### src/rtl/alu_cmd_pipe_if.sv
// -----------------------------------------------------------------------------
// alu_cmd_pipe_if
//
// Purpose:
//   Bundles every handshake and data signal of alu_cmd_pipe so the block and
//   its environment connect through one port. Three groups live here:
//     - command input  : in_valid/in_ready handshake carrying in_op/in_a/in_b
//     - ALU side bus   : alu_a/alu_b/alu_op out to a combinational 4-bit ALU,
//                        alu_result/alu_carry back from it
//     - result output  : out_valid/out_ready handshake carrying out_result,
//                        out_carry, out_zero, out_op
//   plus the FIFO occupancy count.
//
// Modports:
//   slave  : the alu_cmd_pipe side.
//   master : the environment side (command producer, ALU and result consumer).
//
// Parameters:
//   DEPTH  : FIFO entries; must match the DEPTH of the attached alu_cmd_pipe.
// -----------------------------------------------------------------------------
interface alu_cmd_pipe_if #(
   parameter int DEPTH = 4
);
   localparam int CNT_W = $clog2(DEPTH) + 1;

   // command input handshake
   logic             in_valid;
   logic             in_ready;
   logic [3:0]       in_a;
   logic [3:0]       in_b;
   logic [2:0]       in_op;

   // combinational ALU bus
   logic [3:0]       alu_a;
   logic [3:0]       alu_b;
   logic [2:0]       alu_op;
   logic [3:0]       alu_result;
   logic             alu_carry;

   // result output handshake
   logic             out_valid;
   logic             out_ready;
   logic [3:0]       out_result;
   logic             out_carry;
   logic             out_zero;
   logic [2:0]       out_op;

   // FIFO occupancy, 0..DEPTH
   logic [CNT_W-1:0] count;

   modport slave (
      input  in_valid,
      input  in_a,
      input  in_b,
      input  in_op,
      output in_ready,
      output alu_a,
      output alu_b,
      output alu_op,
      input  alu_result,
      input  alu_carry,
      output out_valid,
      input  out_ready,
      output out_result,
      output out_carry,
      output out_zero,
      output out_op,
      output count
   );

   modport master (
      output in_valid,
      output in_a,
      output in_b,
      output in_op,
      input  in_ready,
      input  alu_a,
      input  alu_b,
      input  alu_op,
      output alu_result,
      output alu_carry,
      input  out_valid,
      output out_ready,
      input  out_result,
      input  out_carry,
      input  out_zero,
      input  out_op,
      input  count
   );

endinterface : alu_cmd_pipe_if

### src/rtl/alu_cmd_pipe.sv
// -----------------------------------------------------------------------------
// alu_cmd_pipe
//
// Purpose:
//   Command front-end and result stage around an external combinational 4-bit
//   ALU. Commands {op, a, b} are accepted over a valid/ready handshake into a
//   DEPTH-entry FIFO. The FIFO head drives the ALU inputs; the ALU's answer is
//   captured into a single-entry output register with its own valid/ready
//   handshake. Producer and consumer may stall independently.
//
// Ports:
//   clk   : single clock, all state on the rising edge.
//   rst   : synchronous, active-high reset. Clears pointers, count and the
//           whole output stage (valid and data fields).
//   bus   : alu_cmd_pipe_if.slave
//             in_valid/in_ready/in_a/in_b/in_op      command input
//             alu_a/alu_b/alu_op -> alu_result/carry  ALU round trip
//             out_valid/out_ready/out_result/out_carry/out_zero/out_op
//             count                                   FIFO occupancy
//
// Parameters:
//   DEPTH : FIFO entries, power of two, at least 2.
//
// Notes:
//   - No full-bypass: in_ready depends on count alone, so a full FIFO refuses
//     a push even in a cycle where it also pops.
//   - No empty-bypass: the ALU only ever sees registered FIFO contents, so
//     alu_* have no combinational path from in_* or out_ready.
// -----------------------------------------------------------------------------
module alu_cmd_pipe #(
   parameter int DEPTH = 4
) (
   input  logic           clk,
   input  logic           rst,
   alu_cmd_pipe_if.slave  bus
);

   localparam int               PTR_W    = $clog2(DEPTH);
   localparam int               CNT_W    = PTR_W + 1;
   localparam logic [CNT_W-1:0] FULL_CNT = CNT_W'(DEPTH);
   localparam logic [CNT_W-1:0] CNT_ONE  = CNT_W'(1);
   localparam logic [PTR_W-1:0] PTR_ONE  = PTR_W'(1);

   function automatic logic is_zero(input logic [3:0] v);
      return (v == 4'b0000);
   endfunction

   // FIFO storage (data only, never reset: occupancy is tracked by cnt_p0)
   logic [3:0]       a_mem  [DEPTH];
   logic [3:0]       b_mem  [DEPTH];
   logic [2:0]       op_mem [DEPTH];

   logic [PTR_W-1:0] wr_ptr_p0;
   logic [PTR_W-1:0] rd_ptr_p0;
   logic [CNT_W-1:0] cnt_p0;

   logic             empty;
   logic             full;
   logic             push;
   logic             pop;
   logic             out_free;

   // output stage
   logic             vld_p1;
   logic [3:0]       res_p1;
   logic             carry_p1;
   logic             zero_p1;
   logic [2:0]       op_p1;

   assign empty    = (cnt_p0 == '0);
   assign full     = (cnt_p0 == FULL_CNT);
   assign push     = bus.in_valid && !full;
   assign out_free = !vld_p1 || bus.out_ready;
   assign pop      = !empty && out_free;

   // ---------------------------------------------------------------------------
   // stage p0: command FIFO
   // ---------------------------------------------------------------------------
   always_ff @(posedge clk) begin
      if (push) begin
         a_mem[wr_ptr_p0]  <= bus.in_a;
         b_mem[wr_ptr_p0]  <= bus.in_b;
         op_mem[wr_ptr_p0] <= bus.in_op;
      end
   end

   // Pointers are exactly log2(DEPTH) bits, so the increment wraps on its own.
   always_ff @(posedge clk) begin
      if (rst) begin
         wr_ptr_p0 <= '0;
         rd_ptr_p0 <= '0;
         cnt_p0    <= '0;
      end else begin
         if (push) begin
            wr_ptr_p0 <= wr_ptr_p0 + PTR_ONE;
         end
         if (pop) begin
            rd_ptr_p0 <= rd_ptr_p0 + PTR_ONE;
         end
         case ({push, pop})
            2'b10:   cnt_p0 <= cnt_p0 + CNT_ONE;
            2'b01:   cnt_p0 <= cnt_p0 - CNT_ONE;
            default: cnt_p0 <= cnt_p0;
         endcase
      end
   end

   // Head is forced to zero when empty so the ALU never sees stale or
   // uninitialised storage.
   assign bus.alu_a  = empty ? 4'h0 : a_mem[rd_ptr_p0];
   assign bus.alu_b  = empty ? 4'h0 : b_mem[rd_ptr_p0];
   assign bus.alu_op = empty ? 3'h0 : op_mem[rd_ptr_p0];

   // ---------------------------------------------------------------------------
   // stage p1: result register
   // ---------------------------------------------------------------------------
   // A pop always loads, even when the old result is being consumed in the
   // same cycle; clearing valid only happens when nothing replaces it.
   always_ff @(posedge clk) begin
      if (rst) begin
         vld_p1   <= 1'b0;
         res_p1   <= 4'h0;
         carry_p1 <= 1'b0;
         zero_p1  <= 1'b0;
         op_p1    <= 3'h0;
      end else if (pop) begin
         vld_p1   <= 1'b1;
         res_p1   <= bus.alu_result;
         carry_p1 <= bus.alu_carry;
         zero_p1  <= is_zero(bus.alu_result);
         op_p1    <= bus.alu_op;
      end else if (bus.out_ready) begin
         vld_p1   <= 1'b0;
      end
   end

   assign bus.in_ready   = !full;
   assign bus.count      = cnt_p0;
   assign bus.out_valid  = vld_p1;
   assign bus.out_result = res_p1;
   assign bus.out_carry  = carry_p1;
   assign bus.out_zero   = zero_p1;
   assign bus.out_op     = op_p1;

endmodule : alu_cmd_pipe

### src/flat_wrapper.sv
// flat-port wrapper written by rule: the top's interface ports become plain ports
module alu_cmd_pipe_flat 
#(
   parameter int DEPTH = 4
)
  (clk, rst, bus_in_valid, bus_in_a, bus_in_b, bus_in_op, bus_in_ready, bus_alu_a, bus_alu_b, bus_alu_op, bus_alu_result, bus_alu_carry, bus_out_valid, bus_out_ready, bus_out_result, bus_out_carry, bus_out_zero, bus_out_op, bus_count);
  alu_cmd_pipe_if #(.DEPTH(DEPTH)) bus_i ();
  input  logic clk;
  input  logic rst;
  input wire logic [$bits(bus_i.in_valid)-1:0] bus_in_valid;
  input wire logic [$bits(bus_i.in_a)-1:0] bus_in_a;
  input wire logic [$bits(bus_i.in_b)-1:0] bus_in_b;
  input wire logic [$bits(bus_i.in_op)-1:0] bus_in_op;
  output wire logic [$bits(bus_i.in_ready)-1:0] bus_in_ready;
  output wire logic [$bits(bus_i.alu_a)-1:0] bus_alu_a;
  output wire logic [$bits(bus_i.alu_b)-1:0] bus_alu_b;
  output wire logic [$bits(bus_i.alu_op)-1:0] bus_alu_op;
  input wire logic [$bits(bus_i.alu_result)-1:0] bus_alu_result;
  input wire logic [$bits(bus_i.alu_carry)-1:0] bus_alu_carry;
  output wire logic [$bits(bus_i.out_valid)-1:0] bus_out_valid;
  input wire logic [$bits(bus_i.out_ready)-1:0] bus_out_ready;
  output wire logic [$bits(bus_i.out_result)-1:0] bus_out_result;
  output wire logic [$bits(bus_i.out_carry)-1:0] bus_out_carry;
  output wire logic [$bits(bus_i.out_zero)-1:0] bus_out_zero;
  output wire logic [$bits(bus_i.out_op)-1:0] bus_out_op;
  output wire logic [$bits(bus_i.count)-1:0] bus_count;
  assign bus_i.in_valid = bus_in_valid;
  assign bus_i.in_a = bus_in_a;
  assign bus_i.in_b = bus_in_b;
  assign bus_i.in_op = bus_in_op;
  assign bus_in_ready = bus_i.in_ready;
  assign bus_alu_a = bus_i.alu_a;
  assign bus_alu_b = bus_i.alu_b;
  assign bus_alu_op = bus_i.alu_op;
  assign bus_i.alu_result = bus_alu_result;
  assign bus_i.alu_carry = bus_alu_carry;
  assign bus_out_valid = bus_i.out_valid;
  assign bus_i.out_ready = bus_out_ready;
  assign bus_out_result = bus_i.out_result;
  assign bus_out_carry = bus_i.out_carry;
  assign bus_out_zero = bus_i.out_zero;
  assign bus_out_op = bus_i.out_op;
  assign bus_count = bus_i.count;
  alu_cmd_pipe #(.DEPTH(DEPTH)) u_core (.clk(clk), .rst(rst), .bus(bus_i));
endmodule
### config.mk
export PLATFORM = sky130hd
export DESIGN_NAME = alu_cmd_pipe_flat
export DESIGN_NICKNAME = d
export VERILOG_FILES = /design/src/rtl/alu_cmd_pipe_if.sv /design/src/rtl/alu_cmd_pipe.sv /design/src/flat_wrapper.sv
export SDC_FILE = /design/constraint.sdc
export NUM_CORES = 1
export LEC_CHECK = 0
export CORE_UTILIZATION = 45
export CTS_BUF_LIST = sky130_fd_sc_hd__clkbuf_4 sky130_fd_sc_hd__clkbuf_8
export CTS_CLUSTER_DIAMETER = 200
export CTS_CLUSTER_SIZE = 20
export DETAILED_ROUTE_END_ITERATION = 6
export GPL_TIMING_DRIVEN = 1
export HOLD_SLACK_MARGIN = 0.12
export PLACE_DENSITY_LB_ADDON = 0.1
export SLEW_MARGIN = 15
export SYNTH_ARGS = -nofsm -noshare
export SYNTH_HDL_FRONTEND = slang
export SYNTH_SLANG_ARGS = --single-unit
### constraint.sdc
create_clock -name clk -period 5.88 [get_ports clk]
set_input_delay 1.176 -clock clk [delete_from_list [all_inputs] [get_ports clk]]
set_output_delay 1.176 -clock clk [all_outputs]
set_load 0.01 [all_outputs]
Word-level counts from Yosys, hierarchy flattened
Memories as Yosys holds them, arrays and structs flattened. A register that Yosys moved wholly into a read port is not among the register bits.
Cells that the tools add are included.
Word-level totals
  memories kept: 3
  register bits after elaboration: 17
  memory bits (writable): 44
  input bits: 20
Cells by class
  eq/ne operators: 3
  reduce and logical (&&, ||, !) cells: 10
  add/sub/neg operators: 4
  muxes and demuxes: 14
Memory list
  u_core.a_mem: depth 4, width 4, rd ports 1, clocked after Yosys merged registers in 1, wr ports 1, RTL line alu_cmd_pipe.sv:49  | logic [3:0] a_mem [DEPTH];
  u_core.b_mem: depth 4, width 4, rd ports 1, clocked after Yosys merged registers in 1, wr ports 1, RTL line alu_cmd_pipe.sv:50  | logic [3:0] b_mem [DEPTH];
  u_core.op_mem: depth 4, width 3, rd ports 1, clocked after Yosys merged registers in 1, wr ports 1, RTL line alu_cmd_pipe.sv:51  | logic [2:0] op_mem [DEPTH];
Operators with widths (count)
  $mux 2: 6
  $mux 4: 2
  $pmux 3 s2: 1
  $add 2x1->2 const B: 2
  $logic_not 4->1: 1
  $mux 1: 4
  $reduce_bool 2->1: 2
  $add 3x1->3 const B: 1
  $eq 3x3->1 const B: 1
  $logic_not 1->1: 3
  $logic_not 3->1: 1
  $mux 3: 1
  $sub 3x1->3 const B: 1
  $eq 2x1->1 const B: 1
  $eq 2x2->1 const B: 1
  $logic_and 1x1->1: 2
  $logic_or 1x1->1: 1

Longest topological paths before layout
  word-level depth: 5
  gate-level depth with buffers: 9
  depth with buffers taken out: 8

Worst setup path after synthesis
OpenSTA, ideal clock, no wires.
  kind: input to register
  from: input port bus_in_valid
  to: register u_core.cnt_p0[2], in the netlist u_core.bus.count[2]
  setup time: 71 ps
  stages on the path: 8
  required time: 5809 ps
  data arrival time: 2533 ps
  buffers on the path: 1
  setup slack: 3276 ps
  path through: buf_1 -> nand2_1 -> ha_1 -> inv_1 -> fa_1 -> xor2_1 -> or3_1 -> a21oi_1
Between the ends
  cells in the longest elaborated chain, start to end: 3
  elaborated cells between the ends (all ways): 5
  those cells by class: 2 x eq/ne; 1 x mux; 2 x reduce/logical
RTL lines
  start, declared: RTL line flat_wrapper.sv:10  | input wire logic [$bits(bus_i.in_valid)-1:0] bus_in_valid;
  $logic_and 1x1->1 *: RTL line alu_cmd_pipe.sv:72  | assign push = bus.in_valid && !full;
  $eq 2x1->1 or $eq 2x2->1 (tied branches): RTL line alu_cmd_pipe.sv:100  | case ({push, pop})
  $pmux 3 s2 or $reduce_bool 2->1 (tied branches)
  end signal, assigned: RTL line alu_cmd_pipe.sv:101  | 2'b10: cnt_p0 <= cnt_p0 + CNT_ONE;
  end signal, assigned: RTL line alu_cmd_pipe.sv:102  | 2'b01: cnt_p0 <= cnt_p0 - CNT_ONE;
  end signal, assigned: RTL line alu_cmd_pipe.sv:103  | default: cnt_p0 <= cnt_p0;
  end, declared: RTL line alu_cmd_pipe.sv:55  | logic [CNT_W-1:0] cnt_p0;
Mark *: on every way between the ends. The rest lies on a longest branch, timed or not.
A chain may end at the register's enable or synchronous reset.

==> qor.yml <==
status: "completed"
synthTopCellsByCount: "edfxtp_1 (44), dfxtp_1 (19), a21oi_1 (15)"
synth_fa_ha_area_share_pct: 3.27
cellPowerDensity_nw_per_um2: 479
cts-buffers-inserted: 9
seq_area_um2: 1700
period_needed_ns: 3.55
yosysTopAreaCell: "edfxtp_1"
cts_max_path_buffers: 2
cp-start-kind: "flip-flop"
hold_ws_ns: 0.474
clock-root-buffer: "clkbuf_8"
area_growth_syn_to_layout_pct: 27.2
fp.dieArea_um2: 5910
yosys_warnings: 0
cp_max_fo: 11
use_met3_pct: 3.69
core_um2: 5270
ctsResizeCount: 0
vdd_drop_max_v: 0.000286
post-route-cell-area_um2: 3210
synth_compound_area_share_pct: 6.79
grtUsageMet2_pct: 27.5
p_leak_nw: 1.09
required_ns: 4.70
rows: 26
num_antenna_cells: 0
fillCellCount: 431
overflow: 0
numClockSinks: 63
drt-pass1-iter-count: 4
post_drt_via_cell_ratio: 5.34
drc: 0
worstSetupPathType: "flip-flop to primary output"
worstPathArrival_ns: 2.38
grt_pass1_vias: 1540
synth_enable_flop_cells: 44
die_h_um: 76.9
cts_htree_levels: 3
synth_xor_area_share_pct: 0.694
synth_area_um2: 2520
synth_area_per_cell_um2: 14.9
setup_tns_ns: 0
p_total_w: 0.00154
grtUsageTotal_pct: 18.1
die_x_um: 76.9
cp-end-kind: "primary output"
drtIter0Drc: 116
setup_viol: 0
synth.most_common_cell: "edfxtp_1"
ant_nets: 0
vias: 1542
fin_worst_skew_ns: 0.00724
critical_path.slowest_cell: "dfxtp_1"
antenna_found_initial: 0
path_clk_slew_ns: 0.07
synth_cells: 170
tightest_slew_ns: 0.756
use_met1_pct: 24.4
cts_setup_buffers: 0
numPortBuffers: 44
yosys.area_share.simple_pct: 8.82
fin_nets: 240
placed_area_um2: 2990
cts_tree: "built"
grt_max_degree: 22
synth_top_area_share_pct: 52.3
async_flop_share_pct: 0
drt-total-wl_um: 4800
grt_first_pass_wirelength_um: 7910
slew_headroom_pct: 49.4
cap_viol_max_count: 0
synthDistinctLibCells: 29
fin_ws_ns: 2.33
synth_nets: 196
drive_above_1_share_pct: 12.8
place_ws_ns: 2.37
synth_top_family_by_area: "multiplexers"
synthTopCellsByArea: "edfxtp_1 (52%), dfxtp_1 (15%), mux4_2 (9.8%)"
synth.mux.area_fraction_pct: 9.81
wl_per_cell_um: 16.6
synth.yosys.seq_area_share_pct: 67.4
clock_latency_ns: 0.32
path_cells: "mux4_2, and2_1, clkdlybuf4s50_1"
max_freq_mhz: 282
yosys_register_bits: 63
multiInputGateArea_um2: 747
synth_flop_cell: "edfxtp_1"
gp_congestion: 0.735
top_usage_layer: "met2"
fin_crit_sh_pct: 60.4
hold_violations: 0
hpwl_um: 3160
rsz0062_at_grt: "no"
slew_viol_final: 0
crit_path_max_incr_delay_ns: 0.80
io_pins: 45
min_path_type: "flip-flop to flip-flop"
start_util_pct: 47.9
cts-hold-fix-buffers: 0
## area by class of cell
cell class	instances	area share (%)
Multi-Input combinational cell	90	23.3
Timing Repair Buffer	44	13.7
Clock inverter	5	2.26
Clock buffer	11	4.33
Tap cell	70	2.73
Inverter	6	0.701
Sequential cell	63	53.0
## critical path: cells and delay by family (launching register included)
kind                   cells  cell delay, ns
DFF                        1            0.80
and+or+nand+nor            1            0.17
buffers and inverters      1            0.47
muxes                      1            0.61
## worst paths after layout
| path | startpoint | end | slack, ns | cells after the start |
|---|---|---|---|---|
| hold reg to reg | u_core.bus.out_op[2] | u_core.bus.out_op[2] | 0.47 | 2 |
| setup / recovery | flip-flop | bus_alu_op[0] | 2.33 | 3 |
| hold / removal | u_core.bus.out_op[2] | u_core.bus.out_op[2] | 0.47 | 2 |
| setup reg to reg | u_core.bus.count[2] | u_core.bus.count[2] | 3.45 | 8 |
## kinds of logic after synthesis
kind of cell | Yosys count
mux | 11
flops | 63
buf+inv | 17
fa+ha+maj | 6
simple gates | 40
compound gates | 31
xor+xnor | 2
## report_power, final
group          switching, W  internal, W  total (W)
combinational      0.000244     0.000288   0.000532
sequential        0.0000613     0.000550   0.000611
clock              0.000149     0.000245   0.000394
total              0.000455      0.00108    0.00154
## placed cells by master, fill, tap and decap left out, types with 2 or more instances in the layout
cell type        count
inv_1                6
edfxtp_1            44
bufinv_16            2
or3_1                3
clkinv_1             2
nor2_1               5
xor2_1               2
clkbuf_8             9
clkdlybuf4s50_1     44
dfxtp_1             19
mux4_2              11
a21o_1               2
and3_1               4
nand3_1             11
clkbuf_4             2
o21ai_0             11
and2_1              11
a21oi_1             15
ha_1                 5
## sequential cells by signal, indices dropped and copies added (netlist names), named ones only
| name | cells |
|---|---|
| u_core.a_mem | 16 |
| u_core.b_mem | 16 |
| u_core.op_mem | 12 |
| u_core.bus.out_result | 4 |
| u_core.bus.count | 3 |
| u_core.bus.out_op | 3 |
| u_core.rd_ptr_p0 | 2 |
| u_core.wr_ptr_p0 | 2 |
| u_core.bus.out_carry | 1 |
| u_core.bus.out_valid | 1 |
| u_core.bus.out_zero | 1 |
## per-layer routing
metal  share of wire, %  vias to the layer above
li1                   -                      724
met1                 44                      769
met2                 50                       43
met3                3.8                        6
met4                1.3                        0
met5                  0                        -
## per-stage QoR
stage,utilization [%],instances
after floorplan,-,170
after global placement,56.8,273
after detailed placement,56.8,273
after CTS,60.8,289
after global routing,60.9,289
final,60.9,289
Note: power is estimated with default switching activity, not from simulation.
